$ cat src/rtl/digital_lock_fsm.sv
// Keypad combination lock: collects digit pulses, checks them on ENTER, drives unlocked/alarm with timed relock and lockout.
// Latency: every output is registered; unlocked/alarm change on the first edge after the ENTER cycle.
// Backpressure: none; input pulses are taken as they come and are dropped while UNLOCKED (digits) or LOCKOUT (all keys).
module digital_lock_fsm #(
    parameter int unsigned CODE_LEN       = 4,
    parameter logic [15:0] CODE           = 16'b10_00_11_01,
    parameter int unsigned MAX_FAIL       = 3,
    parameter int unsigned UNLOCK_CYCLES  = 500,
    parameter int unsigned LOCKOUT_CYCLES = 1000
) (
    input  logic       clk,
    input  logic       reset,
    input  logic       sw1,
    input  logic       sw2,
    input  logic       sw3,
    input  logic       sw4,
    input  logic       sw5,
    output logic       unlocked,
    output logic       alarm,
    output logic [3:0] digit_count,
    output logic [2:0] fail_count,
    output logic [1:0] state
);

    // One timer serves both timed states; its largest value is one less than the longer period.
    localparam int unsigned TMAX = (UNLOCK_CYCLES > LOCKOUT_CYCLES) ? UNLOCK_CYCLES : LOCKOUT_CYCLES;
    localparam int unsigned TW   = (TMAX < 2) ? 1 : $clog2(TMAX);

    localparam logic [TW-1:0]         UNLOCK_LAST  = TW'(UNLOCK_CYCLES - 1);
    localparam logic [TW-1:0]         LOCKOUT_LAST = TW'(LOCKOUT_CYCLES - 1);
    localparam logic [3:0]            CNT_FULL     = 4'(CODE_LEN);
    localparam logic [2:0]            FAIL_LIMIT   = 3'(MAX_FAIL);
    localparam logic [2*CODE_LEN-1:0] CODE_SEQ     = CODE[2*CODE_LEN-1:0];

    typedef enum logic [1:0] {
        ST_IDLE     = 2'b00,
        ST_UNLOCKED = 2'b01,
        ST_LOCKOUT  = 2'b10
    } state_e;

    state_e                 state_q;
    logic                   unlocked_q;
    logic                   alarm_q;
    logic [3:0]             cnt_q;
    logic [2:0]             fail_q;
    logic [2*CODE_LEN-1:0]  buf_q;
    logic                   ovf_q;
    logic                   inv_q;
    logic [TW-1:0]          tmr_q;

    logic [3:0]             keys_d;
    logic                   one_key_d;
    logic                   multi_key_d;
    logic [1:0]             digit_d;
    logic                   match_d;
    logic [2:0]             fail_inc_d;

    // Key decode: a single digit key is a usable press, more than one at once poisons the entry.
    assign keys_d      = {sw4, sw3, sw2, sw1};
    assign one_key_d   = $onehot(keys_d);
    assign multi_key_d = (keys_d != 4'd0) && !one_key_d;
    assign digit_d     = sw4 ? 2'd3 : (sw3 ? 2'd2 : (sw2 ? 2'd1 : 2'd0));

    // An entry matches only when it is exactly full, clean, and equal to the code.
    assign match_d     = (cnt_q == CNT_FULL) && (buf_q == CODE_SEQ) && !ovf_q && !inv_q;
    assign fail_inc_d  = fail_q + 3'd1;

    // Lock controller: state, entry buffer, fail counter, timer and registered status outputs.
    always_ff @(posedge clk) begin
        if (reset) begin
            state_q    <= ST_IDLE;
            unlocked_q <= 1'b0;
            alarm_q    <= 1'b0;
            cnt_q      <= 4'd0;
            fail_q     <= 3'd0;
            buf_q      <= '0;
            ovf_q      <= 1'b0;
            inv_q      <= 1'b0;
            tmr_q      <= '0;
        end else begin
            case (state_q)
                ST_UNLOCKED: begin
                    // ENTER relocks early; otherwise relock when the open window runs out.
                    if (sw5 || (tmr_q == UNLOCK_LAST)) begin
                        state_q    <= ST_IDLE;
                        unlocked_q <= 1'b0;
                        tmr_q      <= '0;
                    end else begin
                        tmr_q      <= tmr_q + 1'b1;
                    end
                end

                ST_LOCKOUT: begin
                    // Every key is ignored until the penalty period has elapsed.
                    if (tmr_q == LOCKOUT_LAST) begin
                        state_q <= ST_IDLE;
                        alarm_q <= 1'b0;
                        fail_q  <= 3'd0;
                        tmr_q   <= '0;
                    end else begin
                        tmr_q   <= tmr_q + 1'b1;
                    end
                end

                default: begin
                    // IDLE, and the unused encoding which behaves as IDLE.
                    state_q <= ST_IDLE;
                    if (sw5) begin
                        // ENTER wins over any digit in the same cycle; the entry is consumed either way.
                        cnt_q <= 4'd0;
                        buf_q <= '0;
                        ovf_q <= 1'b0;
                        inv_q <= 1'b0;
                        if (match_d) begin
                            state_q    <= ST_UNLOCKED;
                            unlocked_q <= 1'b1;
                            fail_q     <= 3'd0;
                            tmr_q      <= '0;
                        end else begin
                            fail_q <= fail_inc_d;
                            if (fail_inc_d == FAIL_LIMIT) begin
                                state_q <= ST_LOCKOUT;
                                alarm_q <= 1'b1;
                                tmr_q   <= '0;
                            end
                        end
                    end else if (one_key_d) begin
                        if (cnt_q == CNT_FULL) begin
                            ovf_q <= 1'b1;
                        end else begin
                            buf_q[{cnt_q, 1'b0} +: 2] <= digit_d;
                            cnt_q                     <= cnt_q + 4'd1;
                        end
                    end else if (multi_key_d) begin
                        inv_q <= 1'b1;
                    end
                end
            endcase
        end
    end

    assign unlocked    = unlocked_q;
    assign alarm       = alarm_q;
    assign digit_count = cnt_q;
    assign fail_count  = fail_q;
    assign state       = state_q;

endmodule
$ cat config.mk
export PLATFORM = sky130hd
export DESIGN_NAME = digital_lock_fsm
export DESIGN_NICKNAME = d
export VERILOG_FILES = /design/src/rtl/digital_lock_fsm.sv
export SDC_FILE = /design/constraint.sdc
export NUM_CORES = 1
export LEC_CHECK = 0
export CORE_ASPECT_RATIO = 1.4
export CORE_UTILIZATION = 36
export DETAILED_ROUTE_END_ITERATION = 10
export PLACE_DENSITY = 0.66
export REMOVE_ABC_BUFFERS = 1
export SKIP_CTS_REPAIR_TIMING = 1
export SYNTH_ARGS = -nofsm -noshare
export SYNTH_HDL_FRONTEND = slang
export SYNTH_SLANG_ARGS = --single-unit
$ cat constraint.sdc
create_clock -name clk -period 7.2 [get_ports clk]
set_input_delay 1.44 -clock clk [delete_from_list [all_inputs] [get_ports clk]]
set_output_delay 1.44 -clock clk [all_outputs]
set_load 0.01 [all_outputs]
==> results of run 1 <==
final timing paths:
kind / start / to / slack [ns] / depth (start not counted)
setup / recovery: sw1 / digit_count[3] / 3.10 / 10
hold / removal: alarm / alarm / 0.46 / 2
setup reg to reg: state[0] / buf_q[1] / 4.95 / 6
hold reg to reg: alarm / alarm / 0.46 / 2
where the power goes:
group / internal [W] / switching [W] / total, W
clock network: 0.0000869 / 0.0000658 / 0.000153
registers: 0.000175 / 0.00000336 / 0.000178
logic: 0.0000220 / 0.0000282 / 0.0000502
total: 0.000284 / 0.0000973 / 0.000381
flip-flops by register name (all words and copies together) (netlist names):
register and count:
tmr_q 10, buf_q 8, digit_count 4, fail_count 3, state 2, alarm 1
inv_q 1, ovf_q 1, unlocked 1
stage by stage:
stage          hold WS, ns  power, W
2_1_floorplan        0.434  0.000214
3_3_place_gp         0.456  0.000231
3_5_place_dp         0.445  0.000232
4_1_cts              0.463  0.000388
5_1_grt              0.475  0.000397
6_report             0.460  0.000381
cell families (layout without fill, tap and decap cells):
logic type	after synthesis	in the layout	share of synthesized area, %
buffers and inverters	27	47	5.62
DFF	31	31	34.4
muxes	2	2	1.11
xor gates and xnor gates	6	6	2.91
adders and majority gates	11	11	8.04
AOI/OAI and AO/OA	64	64	22.8
and+or+nand+nor	74	74	25.1
worst register-to-register path, stage by stage, from the launching register on:
cell and delay (ns):
dfxtp_1 0.36, inv_1 0.07, ha_1 0.42, clkinv_1 0.41, nor4_1 0.61, nand3b_1 0.15, a21oi_1 0.16
per-layer routing:
metal	wire, um	up-vias	global-route usage [%]
met1	1710	774	17.5
met3	133	10	4.07
li1	-	842	-
met4	118	0	8.89
met2	2130	28	29.8
met5	0	-	0
cells in the final DEF, fill, tap and decap left out, types with 2 or more instances in the layout:
cell type	instances
nand2b_1	4
nand3b_1	5
o31ai_1	6
mux2i_1	2
and3b_1	3
o221ai_1	3
a41oi_1	3
nor2b_1	2
inv_1	21
nor4b_1	2
clkdlybuf4s50_1	17
or4_1	4
nor2_1	8
o21ai_0	15
nand3_1	10
and3_1	3
a31oi_1	8
nor3_1	10
nand4_1	2
dfxtp_1	31
nor4_1	2
nor3b_1	3
a21oi_1	18
clkbuf_8	7
xor2_1	5
ha_1	10
nand2_1	8
o2bb2ai_1	6
cell type report:
class                      count  area share [%]
inverter                      22            3.86
multi-input combinational    157            50.6
timing repair buffer          17            7.95
clock inverter                 1           0.351
clock buffer                   7            4.50
sequential                    31            29.0
tap                           64            3.74
==> flow_summary.toml, run 1 <==
[placed_design]
pre_cts_slack_ns = 2.80
io_buffer_count = 17
gp_congestion = 0.794
placed_area_um2 = 2040
dp_hpwl_um = 3040
dp.cells = 291

[routing]
dr.pass1.iters = 4
vias_per_cell = 5.53
postRouteAntennaNets = 0
wl_um = 4090
vias = 1654
drt_iter0_markers = 70
drc_errors = 0
wire_per_inst_um = 13.7

[final_layout]
antenna_cells = 0
fin_util_pct = 44.2
nFillCells = 481
seqCellArea_um2 = 621
area_growth_pct = 18.6
multi_input_area_um2 = 1080
finalInstanceArea_um2 = 2140
final_cells = 299
num-nets-final = 252
drive_above_1_share_pct = 5.53

[global_route]
grt.total_usage_pct = 16.8
grt-ovfl-total = 0
grt_pass1_wl_um = 6620
grt_pass1_vias = 1522
antenna_found_initial = 0
grt_max_degree = 20

[floorplan]
std_cell_rows = 30
start_util_pct = 37.3
fp.dieW_um = 61.8
die-area_um2 = 5300
die_y_um = 85.8
core_um2 = 4840
ios = 18

[logic_synthesis]
yosysUniqueCellTypes = 43
synthArstFlopShare_pct = 0
synth_top_area_share_pct = 34.4
yosysWarnings = 0
synth-edff-count = 0
syn_area_um2 = 1800
synthTopCellsByCount = "dfxtp_1, inv_1, a21oi_1, o21ai_0"
netlist_instances = 215
post_synth.cell_area_avg_um2 = 8.39
ys_top_cells_by_area = "dfxtp_1, ha_1, a21oi_1"
synth_area_leader_cell = "dfxtp_1"
ys_seq_elements = 31
yosysSeqAreaShare_pct = 34.4
yosysMostFrequentCell = "dfxtp_1"
ys.flop_type = "dfxtp_1"

[sta]
slew_violations = 0
hold_viol_final = 0
clock_skew_ns = 0.00597
fin_tns_setup_ns = 0
setup_slack_ns = 3.10
tightestPinTransition_ns = 0.702
worst_slew_margin_rel_pct = 53.1
fmax_mhz = 244
setup_viol = 0
layout_min_cycle_time_ns = 4.10
rsz0062_at_grt = "no"
fin_crit_sh_pct = 57.0

[power_and_ir_drop]
vdd_ir_drop_max_uv = 99.1
power_leakage_nw = 0.755
power_density_nw_per_um2 = 178

[worst_setup_path]
cp.arrival_ns = 4.31
crit_slowest_cell = "fa_1"
cp_slowest_stage_delay_ns = 0.53
path_delay_family = "adder cells"
critical_path_required_ns = 7.41
crit_path_end_kind = "flip-flop"
path_cells = "clkdlybuf4s50_1 > inv_1 > fa_1 > inv_1 > ha_1 > ha_1 > or3b_4 > o21a_4 > or4_1 > a21oi_1"
crit_type = "in2reg"
cp_max_fo = 9
path_buf_inv = 3
cp-start-kind = "input pin"

[clock_network]
clk_path_buf_depth = 2
cts_buffers = 5
cts_tree = "yes"
htree_levels = 2
root_buffer = "clkbuf_8"
clk_pin_slew_worst_paths_ns = 0.07
clock_latency_ns = 0.28
cts_sinks = 31

[job]
max-cap-violations = 0

[hold_path]
holdCritPathClass = "reg2reg"

[outcome]
status = "finished clean"
No activity file was read; power rests on OpenSTA's default activity.
==> run 2: changes to the inputs <==
PLACE_DENSITY = 0.68   (was 0.66)
clock period = 3.33 ns   (was 7.2 ns; I/O delays follow)
==> run 2 against run 1 <==
Critical path depth did not move. Sequential share of layout area fell by 1.0 points. Sequential cell count did not move. Via count rose by 1.4%. Final area rose by 3.7%. Non-clock buffer count rose by 7. Global-route usage rose by 0.45 points. Hold slack improved by 0.011 ns. Register-to-register slack got worse by 3.7 ns. Largest power group unchanged. Cell count rose by 2.3%. Largest cell class unchanged. Wire length rose by 3.2%.
==> flow_summary.toml, run 2 (synthesis results as in run 1) <==
[outcome]
status = "finished clean"

[global_route]
grt.total_usage_pct = 17.3
grt_pass1_vias = 1609
grt_max_degree = 20
grt_pass1_wl_um = 6820
antenna_found_initial = 0
grt-ovfl-total = 0

[placed_design]
dp_hpwl_um = 3160
gp_congestion = 0.810
dp.cells = 298
pre_cts_slack_ns = -0.268
io_buffer_count = 17

[routing]
wl_um = 4220
drc_errors = 0
postRouteAntennaNets = 0
drt_iter0_markers = 74
vias_per_cell = 5.48
vias = 1677
dr.pass1.iters = 4
wire_per_inst_um = 13.8

[floorplan]
ios = 18
die-area_um2 = 5300
die_y_um = 85.8
start_util_pct = 37.3
core_um2 = 4840
std_cell_rows = 30
fp.dieW_um = 61.8

[worst_setup_path]
cp-start-kind = "input pin"
rrSetupSlack_ns = 1.21
critical_path_required_ns = 3.54
crit_type = "in2reg"
worstRegToRegCells = 7
cp.arrival_ns = 3.42
cp-startpoint = "sw2"
crit_path_end_kind = "flip-flop"
cp_max_fo = 8
worstReg2RegStart = "state[0]"
r2r-end = "buf_q[1]"

[final_layout]
num-nets-final = 259
antenna_cells = 0
area_growth_pct = 23.0
drive_above_1_share_pct = 9.50
final_cells = 306
nFillCells = 491
layout_commonest_cell = "dfxtp_1"
final_cell_mix = "dfxtp_1, inv_1, a21oi_1"
regMostFlops = "tmr_q"
largest_register_ffs = 10

[sta]
fmax_mhz = 311
worst_slew_margin_rel_pct = 62.4
fin_crit_sh_pct = 96.4
tightestPinTransition_ns = 0.558
hold_viol_final = 0
whs_ns = 0.471
slew_violations = 0
setup_viol = 0
setup_slack_ns = 0.119
rsz0062_at_grt = "no"
layout_min_cycle_time_ns = 3.21
clock_skew_ns = 0.00826

[clock_network]
root_buffer = "clkbuf_8"
clock_latency_ns = 0.28
cts_buffers = 5
cts_sinks = 31
htree_levels = 2
clk_path_buf_depth = 2
clk_pin_slew_worst_paths_ns = 0.06
cts_tree = "yes"

[power_and_ir_drop]
power_density_nw_per_um2 = 401
vdd_ir_drop_max_uv = 307
power_leakage_nw = 0.820

[hold_path]
hold_path_end = "alarm"
hold_depth = 2
holdCritPathClass = "reg2reg"
hold_path_startpoint = "alarm"

[job]
max-cap-violations = 0
## run 2: cell type report
cell class	count	area, um2	share of cell area (%)
Tap cell	64	80.1	3.61
Clock inverter	2	35.0	1.58
Timing Repair Buffer	24	228	10.3
Inverter	22	82.6	3.72
Sequential cell	31	621	28.0
Multi-Input combinational cell	157	1090	49.1
Clock buffer	6	82.6	3.72
## run 2: power by group
| group | switching [W] | total (W) | internal (W) |
|---|---|---|---|
| clock | 0.000140 | 0.000382 | 0.000242 |
| sequential | 0.00000729 | 0.000385 | 0.000378 |
| combinational | 0.0000637 | 0.000122 | 0.0000580 |
| total | 0.000211 | 0.000889 | 0.000678 |
## run 2: critical path, stage by stage
cell             delay (ns)
clkdlybuf4s50_1        0.46
inv_1                  0.06
fa_1                   0.50
inv_1                  0.04
ha_1                   0.17
ha_1                   0.28
or3b_4                 0.40
o21a_4                 0.23
or4_4                  0.48
a21oi_2                0.12
## run 2: worst max-delay path by stage
stage	endpoint	slack, ns	depth (start not counted)
4_1_cts	digit_count[3]	0.03	10
3_5_place_dp	digit_count[3]	-0.27	10
3_3_place_gp	digit_count[3]	-0.19	10
5_1_grt	digit_count[3]	0.01	10
6_report	digit_count[3]	0.12	10
2_1_floorplan	digit_count[3]	0.30	9
## run 2: through the flow
step / setup TNS [ns] / utilization [%] / power (W) / cell area (um2)
finish: 0 / 45.8 / 0.000889 / 2220
global route: 0 / 45.8 / 0.000927 / 2220
CTS: 0 / 45.6 / 0.000900 / 2210
detailed placement: -1.20 / 43.1 / 0.000515 / 2090
global placement: -0.798 / 43.1 / 0.000514 / 2090
floorplan: 0 / - / 0.000463 / 1790
## run 2: metal layers
metal  up-vias  share of wire [%]  track usage, %
li1        849                  -               -
met1       780                 43            18.5
met2        36                 52            30.4
met3        12                3.2            3.77
met4         0                2.6            8.89
met5         -                  0               0
